<file path="config.mk">
export PLATFORM = sky130hd
export DESIGN_NAME = ram_port_arbiter
export DESIGN_NICKNAME = d
export VERILOG_FILES = /design/src/rtl/ram_arb_pkg.sv /design/src/rtl/rr_pick2.sv /design/src/rtl/ram_port_arbiter.sv
export SDC_FILE = /design/constraint.sdc
export NUM_CORES = 1
export LEC_CHECK = 0
export ABC_CLOCK_PERIOD_IN_PS = 1500
export CAP_MARGIN = 20
export CORE_MARGIN = 2
export CORE_UTILIZATION = 40
export DETAILED_ROUTE_END_ITERATION = 16
export DONT_BUFFER_PORTS = 1
export HOLD_SLACK_MARGIN = 0.1
export SLEW_MARGIN = 0
export SYNTH_ARGS = -nofsm -noshare
export SYNTH_HDL_FRONTEND = slang
export SYNTH_HIERARCHICAL = 1
export SYNTH_SLANG_ARGS = --single-unit
</file>
<file path="constraint.sdc">
create_clock -name clk -period 1.5 [get_ports clk]
set_clock_uncertainty 0.05 [all_clocks]
set_input_delay 0.3 -clock clk [delete_from_list [all_inputs] [get_ports clk]]
set_output_delay 0.3 -clock clk [all_outputs]
set_load 0.01 [all_outputs]
</file>
<file path="src/rtl/ram_arb_pkg.sv">
// ram_arb_pkg: shared definitions for the two-port RAM arbiter.
//   state_t     - controller state encoding (2'd3 is unused and recovers to IDLE)
//   PORT0/PORT1 - requester identifiers used for grant bookkeeping
//   other_port  - returns the opposite requester id
package ram_arb_pkg;

  typedef enum logic [1:0] {
    IDLE    = 2'd0,
    ISSUE   = 2'd1,
    CAPTURE = 2'd2
  } state_t;

  localparam logic PORT0 = 1'b0;
  localparam logic PORT1 = 1'b1;

  function automatic logic other_port(input logic p);
    return ~p;
  endfunction

endpackage

</file>
<file path="src/rtl/rr_pick2.sv">
// rr_pick2: combinational two-way round-robin picker.
//   eligible[1:0] - per-port eligibility this cycle
//   last_grant    - port granted most recently
//   valid         - at least one port is eligible
//   pick          - chosen port id (meaningful only when valid)
module rr_pick2
  import ram_arb_pkg::*;
(
  input  logic [1:0] eligible,
  input  logic       last_grant,
  output logic       valid,
  output logic       pick
);

  always_comb begin
    valid = |eligible;
    pick  = PORT0;
    if (&eligible) begin
      // Tie: the port that did not win last time goes next.
      pick = other_port(last_grant);
    end else if (eligible[1]) begin
      pick = PORT1;
    end
  end

endmodule

</file>
<file path="src/rtl/ram_port_arbiter.sv">
// ram_port_arbiter: serialises two requesters onto one single-port synchronous
// RAM. Grants round-robin, drives registered RAM controls and returns read data
// with a one-cycle ack pulse. One access takes IDLE -> ISSUE -> CAPTURE.
//   clk, reset           - clock, synchronous active-high reset
//   req/we/addr/wdata N  - requester N access (req held until ackN)
//   ackN, rdataN         - one-cycle completion pulse, captured read data (held)
//   mem_enable/we/addr/di- registered RAM controls
//   mem_do               - RAM read data, valid the cycle after the sampling edge
//   busy                 - high whenever the controller is not IDLE
module ram_port_arbiter
  import ram_arb_pkg::*;
#(
  parameter int ADDR_W = 8,
  parameter int DATA_W = 8
) (
  input  logic              clk,
  input  logic              reset,
  input  logic              req0,
  input  logic              we0,
  input  logic [ADDR_W-1:0] addr0,
  input  logic [DATA_W-1:0] wdata0,
  output logic              ack0,
  output logic [DATA_W-1:0] rdata0,
  input  logic              req1,
  input  logic              we1,
  input  logic [ADDR_W-1:0] addr1,
  input  logic [DATA_W-1:0] wdata1,
  output logic              ack1,
  output logic [DATA_W-1:0] rdata1,
  output logic              mem_enable,
  output logic              mem_we,
  output logic [ADDR_W-1:0] mem_addr,
  output logic [DATA_W-1:0] mem_di,
  input  logic [DATA_W-1:0] mem_do,
  output logic              busy
);

  state_t            state, state_nxt;
  logic              grant, grant_nxt;
  logic              last_grant, last_grant_nxt;
  logic              is_write, is_write_nxt;
  logic              enable_nxt, we_nxt;
  logic [ADDR_W-1:0] addr_nxt;
  logic [DATA_W-1:0] di_nxt;
  logic              ack0_nxt, ack1_nxt;
  logic [DATA_W-1:0] rdata0_nxt, rdata1_nxt;
  logic              busy_nxt;

  logic [1:0]        eligible;
  logic              pick_valid;
  logic              pick;

  // A port whose ack is showing this cycle is masked, so a held request is
  // treated as a new one only from the following cycle.
  assign eligible = {req1 & ~ack1, req0 & ~ack0};

  rr_pick2 u_pick (
    .eligible   (eligible),
    .last_grant (last_grant),
    .valid      (pick_valid),
    .pick       (pick)
  );

  always_ff @(posedge clk) begin
    if (reset) begin
      state      <= IDLE;
      grant      <= PORT0;
      last_grant <= PORT1;
      is_write   <= 1'b0;
      mem_enable <= 1'b0;
      mem_we     <= 1'b0;
      mem_addr   <= '0;
      mem_di     <= '0;
      ack0       <= 1'b0;
      ack1       <= 1'b0;
      rdata0     <= '0;
      rdata1     <= '0;
      busy       <= 1'b0;
    end else begin
      state      <= state_nxt;
      grant      <= grant_nxt;
      last_grant <= last_grant_nxt;
      is_write   <= is_write_nxt;
      mem_enable <= enable_nxt;
      mem_we     <= we_nxt;
      mem_addr   <= addr_nxt;
      mem_di     <= di_nxt;
      ack0       <= ack0_nxt;
      ack1       <= ack1_nxt;
      rdata0     <= rdata0_nxt;
      rdata1     <= rdata1_nxt;
      busy       <= busy_nxt;
    end
  end

  always_comb begin
    state_nxt      = state;
    grant_nxt      = grant;
    last_grant_nxt = last_grant;
    is_write_nxt   = is_write;
    enable_nxt     = mem_enable;
    we_nxt         = mem_we;
    addr_nxt       = mem_addr;
    di_nxt         = mem_di;
    ack0_nxt       = 1'b0;
    ack1_nxt       = 1'b0;
    rdata0_nxt     = rdata0;
    rdata1_nxt     = rdata1;

    case (state)
      IDLE: begin
        if (pick_valid) begin
          enable_nxt     = 1'b1;
          we_nxt         = pick ? we1 : we0;
          addr_nxt       = pick ? addr1 : addr0;
          di_nxt         = pick ? wdata1 : wdata0;
          is_write_nxt   = pick ? we1 : we0;
          grant_nxt      = pick;
          last_grant_nxt = pick;
          state_nxt      = ISSUE;
        end else begin
          enable_nxt = 1'b0;
          we_nxt     = 1'b0;
        end
      end
      ISSUE: begin
        enable_nxt = 1'b0;
        we_nxt     = 1'b0;
        state_nxt  = CAPTURE;
      end
      CAPTURE: begin
        if (grant == PORT0) begin
          ack0_nxt = 1'b1;
          if (!is_write) rdata0_nxt = mem_do;
        end else begin
          ack1_nxt = 1'b1;
          if (!is_write) rdata1_nxt = mem_do;
        end
        state_nxt = IDLE;
      end
      default: begin
        enable_nxt = 1'b0;
        we_nxt     = 1'b0;
        state_nxt  = IDLE;
      end
    endcase

    busy_nxt = (state_nxt != IDLE);
  end

endmodule

</file>
; ---- After elaboration in Yosys (flattened, before gate mapping)
; Cells that the tools add are included.
[word_totals]
ff_bits = 42
input_bits = 46
output_inout_bits = 37
elab_cells = 44
[classes]
eq_ne = 2
muxes = 13
bitwise_logic = 8
n_reduce_logical = 8
[ops]
columns = operator, count
row1 = two-way mux 8 bit, 2
row2 = two-way mux 1 bit, 7
row3 = inverter 1 bit, 6
row4 = AND reduction 3 bit, 2
row5 = case mux 1 bit (2 select lines), 2
row6 = case mux 2 bit (2 select lines), 1
row7 = AND reduction 2 bit, 2
row8 = OR reduction 2 bit, 2
row9 = AND 1 bit, 2
row10 = == test 2 x 1 -> 1 bit (second input constant), 1
row11 = == test 2 bit (second input constant), 1
row12 = zero test 2 bit, 1
row13 = two-way mux 2 bit, 1
row14 = nonzero test 2 bit, 1

; ---- Depth between registers and ports, before layout
; Gate-level depths: netlist of the first run.
[logic_depth]
ltp_word = 7
mapped_depth = 7
mapped_depth_nobuf = 5

; ---- Modules after synthesis
; Netlist of the first run, hierarchy kept.
[modules_own_cells]
columns = mod, n_inst, cells_each, area_per_inst_um2, seq_area_each_um2
row1 = ram_port_arbiter, 1, 169, 1747.9, 840.8
row2 = rr_pick2, 1, 2, 13.8, 0.0

; ---- Worst setup path after synthesis of the first run
; Ideal clock, no wire load.
[synth_timing]
kind = flip-flop to flip-flop
startpoint = register ack1
endpoint = register mem_addr[6]
setup_ps = 146
arrival_ps = 1320
t_required_ps = 1304
path_slack_ps = -16
stages_incl_launch_ff = 7
path_buffers = 2
synth_period_minus_slack_ps = 1516
path_cell_list = dfxtp_1 nor2b_1 a21boi_1 buf_4 clkbuf_4 mux2i_1 a211oi_2
[synth_between]
elab_chain_cells = 5
word_cells_on_any_way = 8
classes_between = 3 x mux / 2 x bitwise / 3 x reduce/logical
[synth_lines]
columns = element, line_no
row1 = "start, declared", ram_port_arbiter.sv:28  ; output logic ack1,
row2 = "start signal, assigned", ram_port_arbiter.sv:89  ; ack1 <= ack1_nxt;
row3 = inverter 1 bit (*), ram_port_arbiter.sv:55  ; assign eligible = {req1 & ~ack1, req0 & ~ack0};
row4 = AND 1 bit (*), ram_port_arbiter.sv:55
row5 = named net eligible[1], ram_port_arbiter.sv:49  ; logic [1:0] eligible;
row6 = two-way mux 1 bit / AND reduction 2 bit (equally long branches), "rr_pick2.sv:21, rr_pick2.sv:18"
row7 = two-way mux 1 bit (*), rr_pick2.sv:18  ; if (&eligible) begin
row8 = named net pick, ram_port_arbiter.sv:51  ; logic pick;
row9 = two-way mux 8 bit (*), ram_port_arbiter.sv:115  ; addr_nxt = pick ? addr1 : addr0;
row10 = "end signal, assigned", ram_port_arbiter.sv:86  ; mem_addr <= addr_nxt;
row11 = "end, declared", ram_port_arbiter.sv:32  ; output logic [ADDR_W-1:0] mem_addr,
; The timed path passes the listed nets; every way through them passes the cells marked *.
; A chain may end at the register's enable or synchronous reset.

; ---- Final worst setup path of the first run
[layout_timing]
startpoint = register ack1
endpoint = register mem_di[1]
[layout_between]
word_cells_on_any_way = 8
classes_between = 3 x mux / 2 x bitwise / 3 x reduce/logical
[layout_rtl]
columns = element, line_no
row1 = inverter 1 bit, ram_port_arbiter.sv:55
row2 = AND 1 bit, ram_port_arbiter.sv:55
row3 = named net eligible[1], ram_port_arbiter.sv:49
row4 = OR reduction 2 bit, rr_pick2.sv:16  ; valid = |eligible;
row5 = named net pick_valid, ram_port_arbiter.sv:50  ; logic pick_valid;
row6 = AND reduction 2 bit (no line), --
row7 = "end signal, assigned", ram_port_arbiter.sv:87  ; mem_di <= di_nxt;
row8 = "end, declared", ram_port_arbiter.sv:33  ; output logic [DATA_W-1:0] mem_di,
; The timed path passes the listed nets, and every way through them passes these cells.

==> flow_metrics.tcl, run 1 <==
set metrics [dict create \
    status "finished with violations" \
    violations "negative setup slack" \
    ys_seq_area_share_pct 47.73 \
    grt_max_degree 42 \
    cp_slowest_stage_delay_ps 340 \
    antenna_found_initial 0 \
    fp-row-count 24 \
    die_w_um 70.37 \
    place_area_um2 1807 \
    drc 0 \
    max_slew_margin_pct 69.94 \
    syn_inst 171 \
    setup-violations-final 5 \
    cts.sinks 42 \
    n_antenna_cell 0 \
    top_usage_layer "met2" \
    clk_path_buf_depth 2 \
    area_delta_synth_final_pct 23.58 \
    insertion_delay_ps 280 \
    yosys_warnings 6 \
    synth_area_um2 1762 \
    synth.most_common_cell "dfxtp_1" \
    finalWeightedCongestion 0.6807 \
    cts_tree "done" \
    max_freq_mhz 658.1 \
    clkTransAtPathRegs_ps 70 \
    ant_nets 0 \
    htree_levels 2 \
    cts_buffers 5 \
    grt_pass1_vias 1324 \
    syn_nets 217 \
    wl_um 4060 \
    dp_hpwl_um 2486 \
    cp_cell_sequence "nor2b_2, or2_1, nor3b_4, buf_6, buf_8, clkbuf_16, a211oi_2" \
    grt_use_met3_pct 7.215 \
    worst_slack_ps -19.48 \
    grt_pass1_wl_um 6368 \
    design_area_um2 2177 \
    ir_drop_uv 438.3 \
    async_flop_share_pct 0 \
    setup_tns_ps -57.44 \
    worstPathRequired_ps 1650 \
    ios 83 \
    track_usage_pct 16.14 \
    critPathSlowestCell "dfxtp_2" \
    hp-class "in2reg" \
    cp_max_fo 4 \
    power.total_mw 2.518 \
    fin_util_pct 50.70 \
    slew_viol_final 0 \
    startpoint_type "flip-flop" \
    critPathKind "reg2reg" \
    yosysUniqueCellTypes 27 \
    worstPathArrival_ps 1670 \
    yosys-top-cells-area "dfxtp_1, mux2i_1, a211oi_2" \
    p_per_area_nw_per_um2 1156 \
    holdBufCountCts 1 \
    end_kind "flip-flop" \
    vias 1315 \
    yosys.area.top_type "dfxtp_1" \
    rsz0062_at_grt "yes" \
    synth-main-ff-cell "dfxtp_1" \
    avgSynthCellArea_um2 10.30 \
    io_buffers 0 \
    synth_edf_count 0 \
    drt_iter0_markers 50 \
    layoutNonFillerInstCount 237 \
    period_share_pct 101.3 \
    core_um2 4294 \
    maxCapViolations 0 \
    grt_overflow 0 \
    synth_commonest_cells "dfxtp_1, nor2_1, mux2i_1, nand2_1, a211oi_2" \
    grt_use_met2_pct 26.52 \
    placed_cells 215 \
    start_util_pct 41.03 \
    whs_ps 29.06 \
    pre_cts_ws_ps -46.66 \
    die_y_um 70.37 \
    firstDrtPassIters 4 \
    synth_top_area_share_pct 47.73 \
    period_needed_ps 1519 \
    final_layout_size_suffix_gt1_share_pct 32.97 \
    clockRootBuffer "clkbuf_8" \
    finalHoldViolations 0 \
    p_leak_nw 0.8098 \
    via_per_inst 5.549 \
    grtUsageMet1_pct 18.67 \
    tightest_slew_ps 449.0 \
    nets 230 \
    die-area_um2 4951 \
    synth-seq-cells 42 \
    wl_per_cell_um 17.13 \
]
worst max-delay path, delay by kind of cell (launching register included):
family	cells	cell delay, ps
DFF	1	340
and+or+nand+nor	3	460
AOI/OAI and AO/OA	1	180
buffers and inverters	3	410
path summary, 6_finish.rpt:
path	from	endpoint	slack [ps]	depth (start not counted)
min	reset	rdata0[0]$_SDFFE_PP0P_	30	1
max	ack1$_SDFF_PP0_	mem_di[1]$_SDFFE_PP0P_	-20	7
min reg2reg	rdata0[7]$_SDFFE_PP0P_	rdata0[7]$_SDFFE_PP0P_	450	2
max reg2reg	ack1$_SDFF_PP0_	mem_di[1]$_SDFFE_PP0P_	-20	7
where the power goes:
group,internal [mW],switching [mW]
registers,1.20,0.103
clock network,0.371,0.353
logic,0.277,0.213
cell families after synthesis:
family          synth area share [%]
simple gates                   17.33
flops                          47.73
mux                            15.34
buf+inv                        5.682
compound gates                 13.92
routing by layer:
metal | vias up | part of all wire, %
met5 | - | 0
met4 | 0 | 1.1
met3 | 8 | 7.2
met2 | 59 | 51
met1 | 630 | 40
li1 | 618 | -
placed cells by master, fill, tap and decap left out, drive strengths merged, types with 3 or more instances in the layout:
| cell type | instances |
|---|---|
| a21oi | 9 |
| mux2i | 27 |
| nand2 | 16 |
| dfxtp | 42 |
| nor3 | 3 |
| a211oi | 17 |
| buf | 17 |
| nor2 | 28 |
| clkbuf | 9 |
sequential cells by signal, summed over array words and instances (netlist names), 2 cells and up:
name and flops:
mem_addr 8, mem_di 8, rdata0 8, rdata1 8, state 2
cell type report:
| class | count | area [um^2] |
|---|---|---|
| Fill cell | 398 | 2117 |
| Timing Repair Buffer | 20 | 279.0 |
| Tap cell | 52 | 65.06 |
| Clock inverter | 1 | 5.005 |
| Clock buffer | 7 | 86.33 |
| Sequential cell | 42 | 844.6 |
| Multi-Input combinational cell | 115 | 897.1 |
timing repair:
action | CTS | global route
buffers inserted | 4 | 4
gates resized for setup | 7 | 21
hold endpoints to repair | 38 | 37
cloned | 3 | 3
endpoints found under the setup margin | 18 | 24
pin swaps | 10 | 3
(Power assumes the default switching activity.)
==> run 2, diff against run 1 <==
--- a/config.mk
+++ b/config.mk
@@ -12,8 +12,8 @@
 export DETAILED_ROUTE_END_ITERATION = 16
 export DONT_BUFFER_PORTS = 1
 export HOLD_SLACK_MARGIN = 0.1
+export SETUP_SLACK_MARGIN = 0.1
 export SLEW_MARGIN = 0
 export SYNTH_ARGS = -nofsm -noshare
 export SYNTH_HDL_FRONTEND = slang
-export SYNTH_HIERARCHICAL = 1
 export SYNTH_SLANG_ARGS = --single-unit
==> flow_metrics.tcl, run 2 <==
set metrics [dict create \
    pre_cts_ws_ps 128.8 \
    cp_slowest_stage_delay_ps 330 \
    drt_iter0_markers 39 \
    fillCellCount 418 \
    async_flop_share_pct 0 \
    holdBufCountCts 1 \
    cts_tree "done" \
    regToRegSetupSlack_ps 180 \
    p_seq_share_pct 50.6 \
    startpoint_type "flip-flop" \
    n_antenna_cell 0 \
    critPathKind "reg2reg" \
    dr_wl_met2_um 2066 \
    htree_levels 2 \
    cts.sinks 42 \
    synth_top_area_share_pct 47.42 \
    worstReg2RegStart "ack0$_SDFF_PP0_" \
    hold_path.startpoint "reset" \
    grt_pass1_vias 1332 \
    synth_area_um2 1773 \
    placed_cells 242 \
    synth_commonest_cells "nand2_1, dfxtp_1, nor2_1, a21oi_1, a311oi_2" \
    place_area_um2 1841 \
    p_leak_nw 0.7754 \
    wl_per_cell_um 16.03 \
    max_slew_margin_pct 80.61 \
    final_layout_size_suffix_gt1_share_pct 24.75 \
    yosysUniqueCellTypes 30 \
    io_buffers 0 \
    rsz0062_at_grt "no" \
    period_share_pct 88.33 \
    cts_buffers 5 \
    cp_max_fo 12 \
    m1WireLength_um 1584 \
    final_common_cell "nand2_1" \
    power.total_mw 2.564 \
    clkTransAtPathRegs_ps 80 \
    hold_end "is_write$_SDFFE_PP0P_" \
    end_kind "flip-flop" \
    grt_overflow 0 \
    fp-row-count 24 \
    finalHoldViolations 0 \
    start_util_pct 41.00 \
    highest_layer "met4" \
    layout_common_cells "nand2_1, dfxtp_1, nor2_1" \
    insertion_delay_ps 290 \
    clockRootBuffer "clkbuf_8" \
    hp-class "in2reg" \
    worstPathRequired_ps 1650 \
    ios 83 \
    ys_seq_area_share_pct 47.42 \
    clockPowerShare_pct 34.0 \
    critPathSlowestCell "dfxtp_1" \
    die-area_um2 4981 \
    track_usage_pct 15.89 \
    status "finished, final reports clean" \
    critPathLaunch "ack0$_SDFF_PP0_" \
    die_y_um 70.58 \
    syn_inst 190 \
    whs_ps 14.73 \
    firstDrtPassIters 4 \
    maxCapViolations 0 \
    synth.most_common_cell "nand2_1" \
    holdPathStages 1 \
    dp_hpwl_um 2864 \
    clk_path_buf_depth 2 \
    slew_viol_final 0 \
    fin_util_pct 47.74 \
    ir_drop_uv 521.4 \
    yosys.area.top_type "dfxtp_1" \
    period_needed_ps 1325 \
    cp_cell_sequence "nor2b_4, o21a_4, buf_6, nor2_1, a311oi_2" \
    cp_num_buf_inv 1 \
    vias 1331 \
    grt_max_degree 42 \
    swShare_pct 26.03 \
    die_w_um 70.58 \
    synth-seq-cells 42 \
    tightest_slew_ps 287.8 \
    worst_slack_ps 175.1 \
    core_um2 4324 \
    yosys-top-cells-area "dfxtp_1, nand2_1, a311oi_2" \
    wl_um 4071 \
    grt_pass1_wl_um 6099 \
    power.combinational.fraction_pct 15.4 \
    max_freq_mhz 754.8 \
    setup-violations-final 0 \
    setup_tns_ps 0 \
    internal-power_mw 1.897 \
    rr_worst_depth 5 \
    critPathTopFamily "compound AO/OA/AOI/OAI gates" \
    cp.depth 5 \
    drc 0 \
    worstPathArrival_ps 1480 \
    power.net_switching_uw 667.5 \
    design_area_um2 2064 \
    synth-main-ff-cell "dfxtp_1" \
    avgSynthCellArea_um2 9.331 \
    nets 247 \
    r2r-end "mem_di[4]$_SDFFE_PP0P_" \
    synth_edf_count 0 \
    ant_nets 0 \
    area_delta_synth_final_pct 16.44 \
    syn_nets 236 \
    yosys_warnings 0 \
    via_per_inst 5.240 \
    antenna_found_initial 0 \
    p_per_area_nw_per_um2 1242 \
    layoutNonFillerInstCount 254 \
    finalWeightedCongestion 0.7264 \
    wl_met3_um 353 \
]
## run 2: changes by cell type after synthesis, sizes merged, moves of 2 or more
| cell | before | now |
|---|---|---|
| nand2 | 16 | 52 |
| mux2i | 27 | 9 |
| a211oi | 17 | 1 |
| a311oi | 0 | 16 |
| a21oi | 9 | 12 |
| nor4b | 2 | 0 |
## run 2: worst max-delay path by stage
stage and end:
6_report mem_di[4]$_SDFFE_PP0P_, 5_1_grt mem_addr[4]$_SDFFE_PP0P_, 2_1_floorplan mem_addr[1]$_SDFFE_PP0P_, 3_5_place_dp mem_addr[4]$_SDFFE_PP0P_
4_1_cts mem_addr[4]$_SDFFE_PP0P_, 3_3_place_gp mem_di[3]$_SDFFE_PP0P_
## run 2: layout make-up
class                   count  area [um^2]  area share [%]
clock buffers               6        72.57           3.515
multi-input cells         134        858.3           41.58
flip-flops and latches     42        842.1           40.79
inverters                   1        3.754          0.1818
well taps                  52        65.06           3.152
clock inverters             2        37.54           1.818
repair buffers             17        185.2           8.970
## run 2: per-layer routing
layer	vias to the layer above	GRT usage, %
met1	608	16.49
met3	6	7.835
met2	57	27.15
met5	-	0
met4	0	7.128
li1	660	-
## run 2: timing repair
item / in CTS / in global routing
endpoints found under the hold margin: 40 / 39
endpoints found under the setup margin: 0 / 25
resized for setup: 0 / 12
setup buffers: 0 / 1
## run 2: logic make-up after synthesis
logic type	after synthesis	share of synthesized area (%)
AO/OA/AOI/OAI	33	18.07
flip-flops	42	47.42
buffers and inverters	14	6.563
multiplexers	9	5.081
AND/OR/NAND/NOR	92	22.87
## run 2: power by group through the flow
| stage | Clock, mW | Combinational [mW] | Sequential, mW |
|---|---|---|---|
| final | 0.871 | 0.396 | 1.30 |
| after global routing | 0.943 | 0.435 | 1.31 |
| after CTS | 0.895 | 0.335 | 1.30 |
| after detailed placement | 0 | 0.332 | 1.32 |
| after global placement | 0 | 0.313 | 1.32 |
| after floorplan | 0 | 0.305 | 1.30 |
==> run 3, diff against run 2 <==
--- a/config.mk
+++ b/config.mk
@@ -8,10 +8,11 @@
 export ABC_CLOCK_PERIOD_IN_PS = 1500
 export CAP_MARGIN = 20
 export CORE_MARGIN = 2
-export CORE_UTILIZATION = 40
+export CORE_UTILIZATION = 50
 export DETAILED_ROUTE_END_ITERATION = 16
 export DONT_BUFFER_PORTS = 1
 export HOLD_SLACK_MARGIN = 0.1
+export PLACE_DENSITY = 0.68
 export SETUP_SLACK_MARGIN = 0.1
 export SLEW_MARGIN = 0
 export SYNTH_ARGS = -nofsm -noshare
==> flow_metrics.tcl, run 3 (same netlist as run 2, synthesis figures left out) <==
set metrics [dict create \
    status "finished with violations" \
    violations "negative hold slack" \
    start_util_pct 52.72 \
    p_leak_nw 0.7519 \
    internal-power_mw 1.631 \
    period_share_pct 89.63 \
    track_usage_pct 20.47 \
    fp-row-count 21 \
    holdBufCountCts 1 \
    grt_pass1_wl_um 6430 \
    critPathKind "reg2reg" \
    insertion_delay_ps 340 \
    io_buffers 0 \
    die_y_um 63.55 \
    ant_nets 0 \
    drc 0 \
    wl_um 3928 \
    ios 83 \
    clkTransAtPathRegs_ps 120 \
    p_seq_share_pct 57.3 \
    worstPathRequired_ps 1710 \
    finalHoldViolations 37 \
    slew_viol_final 0 \
    die-area_um2 4038 \
    cp_slowest_stage_delay_ps 380 \
    finalWeightedCongestion 0.7499 \
    htree_levels 2 \
    tightest_slew_ps 242.5 \
    clockPowerShare_pct 25.1 \
    rsz0062_at_grt "yes" \
    cp_cell_sequence "nor2b_4, o21a_4, bufbuf_16, a311oi_2" \
    placed_cells 233 \
    place_area_um2 1831 \
    fillCellCount 304 \
    clockRootBuffer "clkbuf_4" \
    ir_drop_uv 614.4 \
    period_needed_ps 1344 \
    power.net_switching_uw 630.7 \
    swShare_pct 27.88 \
    critPathTopFamily "compound AO/OA/AOI/OAI gates" \
    final_layout_size_suffix_gt1_share_pct 23.74 \
    nets 243 \
    worstPathArrival_ps 1560 \
    core_um2 3363 \
    setup_tns_ps 0 \
    cp_num_buf_inv 1 \
    drt_iter0_markers 46 \
    wl_per_cell_um 16.10 \
    cts_buffers 5 \
    n_antenna_cell 0 \
    layoutNonFillerInstCount 244 \
    design_area_um2 2003 \
    max_freq_mhz 743.8 \
    critPathSlowestCell "dfxtp_2" \
    grt_overflow 0 \
    final_common_cell "nand2_1" \
    grt_max_degree 42 \
    startpoint_type "flip-flop" \
    dp_hpwl_um 2740 \
    hp-class "in2reg" \
    cts.sinks 42 \
    area_delta_synth_final_pct 12.99 \
    maxCapViolations 0 \
    clk_path_buf_depth 2 \
    cp_max_fo 16 \
    antenna_found_initial 0 \
    setup-violations-final 0 \
    p_per_area_nw_per_um2 1129 \
    power.combinational.fraction_pct 17.6 \
    post-cts-setup-buffer-count 0 \
    vias 1359 \
    whs_ps -37.49 \
    firstDrtPassIters 4 \
    die_w_um 63.55 \
    via_per_inst 5.570 \
    layout_common_cells "nand2_1, dfxtp_1, nor2_1" \
    max_slew_margin_pct 83.51 \
    cts_tree "done" \
    grt_pass1_vias 1421 \
    end_kind "flip-flop" \
]
run 3: layer usage:
layer	vias to the layer above	GRT usage [%]	routed length, um
li1	654	-	-
met1	641	21.74	1511
met2	60	37.63	2066
met3	4	6.786	299
met4	0	6.793	50
met5	-	0	0
run 3: power by group through the flow:
stage	sequential [mW]	combinational [mW]	clock, mW
detailed placement	1.32	0.331	0
CTS	1.30	0.368	0.587
finish	1.30	0.398	0.567
global route	1.31	0.439	0.628
floorplan	1.30	0.305	0
global placement	1.32	0.314	0
run 3: repair_timing:
item | CTS | global route
pin swaps | 0 | 4
gates cloned | 1 | 1
setup endpoints to repair | 1 | 24
resized for setup | 3 | 9
endpoints found under the hold margin | 41 | 39
run 3: path summary, 6_finish.rpt:
path	to	slack, ps	depth (start not counted)	startpoint
worst min-delay path	mem_enable$_SDFFE_PP0P_	-40	1	reset
worst max register to register	mem_di[1]$_SDFFE_PP0P_	160	4	ack1$_SDFF_PP0_
worst max-delay path	mem_di[1]$_SDFFE_PP0P_	160	4	ack1$_SDFF_PP0_
worst min register to register	rdata0[6]$_SDFFE_PP0P_	460	2	rdata0[6]$_SDFFE_PP0P_
run 3: worst register-to-register path: stages, from the launching register on:
cell and delay [ps]:
dfxtp_2 380, nor2b_4 50, o21a_4 230, bufbuf_16 290, a311oi_2 260
run 3: through the flow:
| stage | setup slack (ps) | hold slack, ps | util [%] | power [mW] |
|---|---|---|---|---|
| after floorplan | 158.2 | 329.7 | - | 1.609 |
| after global placement | 183.3 | 320.1 | 54.43 | 1.632 |
| after detailed placement | 110.7 | 325.4 | 54.43 | 1.653 |
| after CTS | 103.5 | -56.66 | 57.59 | 2.252 |
| after global routing | 77.65 | -71.61 | 59.56 | 2.377 |
| final | 155.5 | -37.49 | 59.56 | 2.262 |
run 3: layout make-up:
type                            instances  area, um^2  share of cell area, %
Clock buffer                            7       55.05                  2.748
Clock inverter                          1       5.005                 0.2498
Inverter                                1       3.754                 0.1874
Multi-Input combinational cell        134       854.6                  42.66
Sequential cell                        42       843.3                  42.10
Tap cell                               46       57.56                  2.873
Timing Repair Buffer                   13       183.9                  9.182
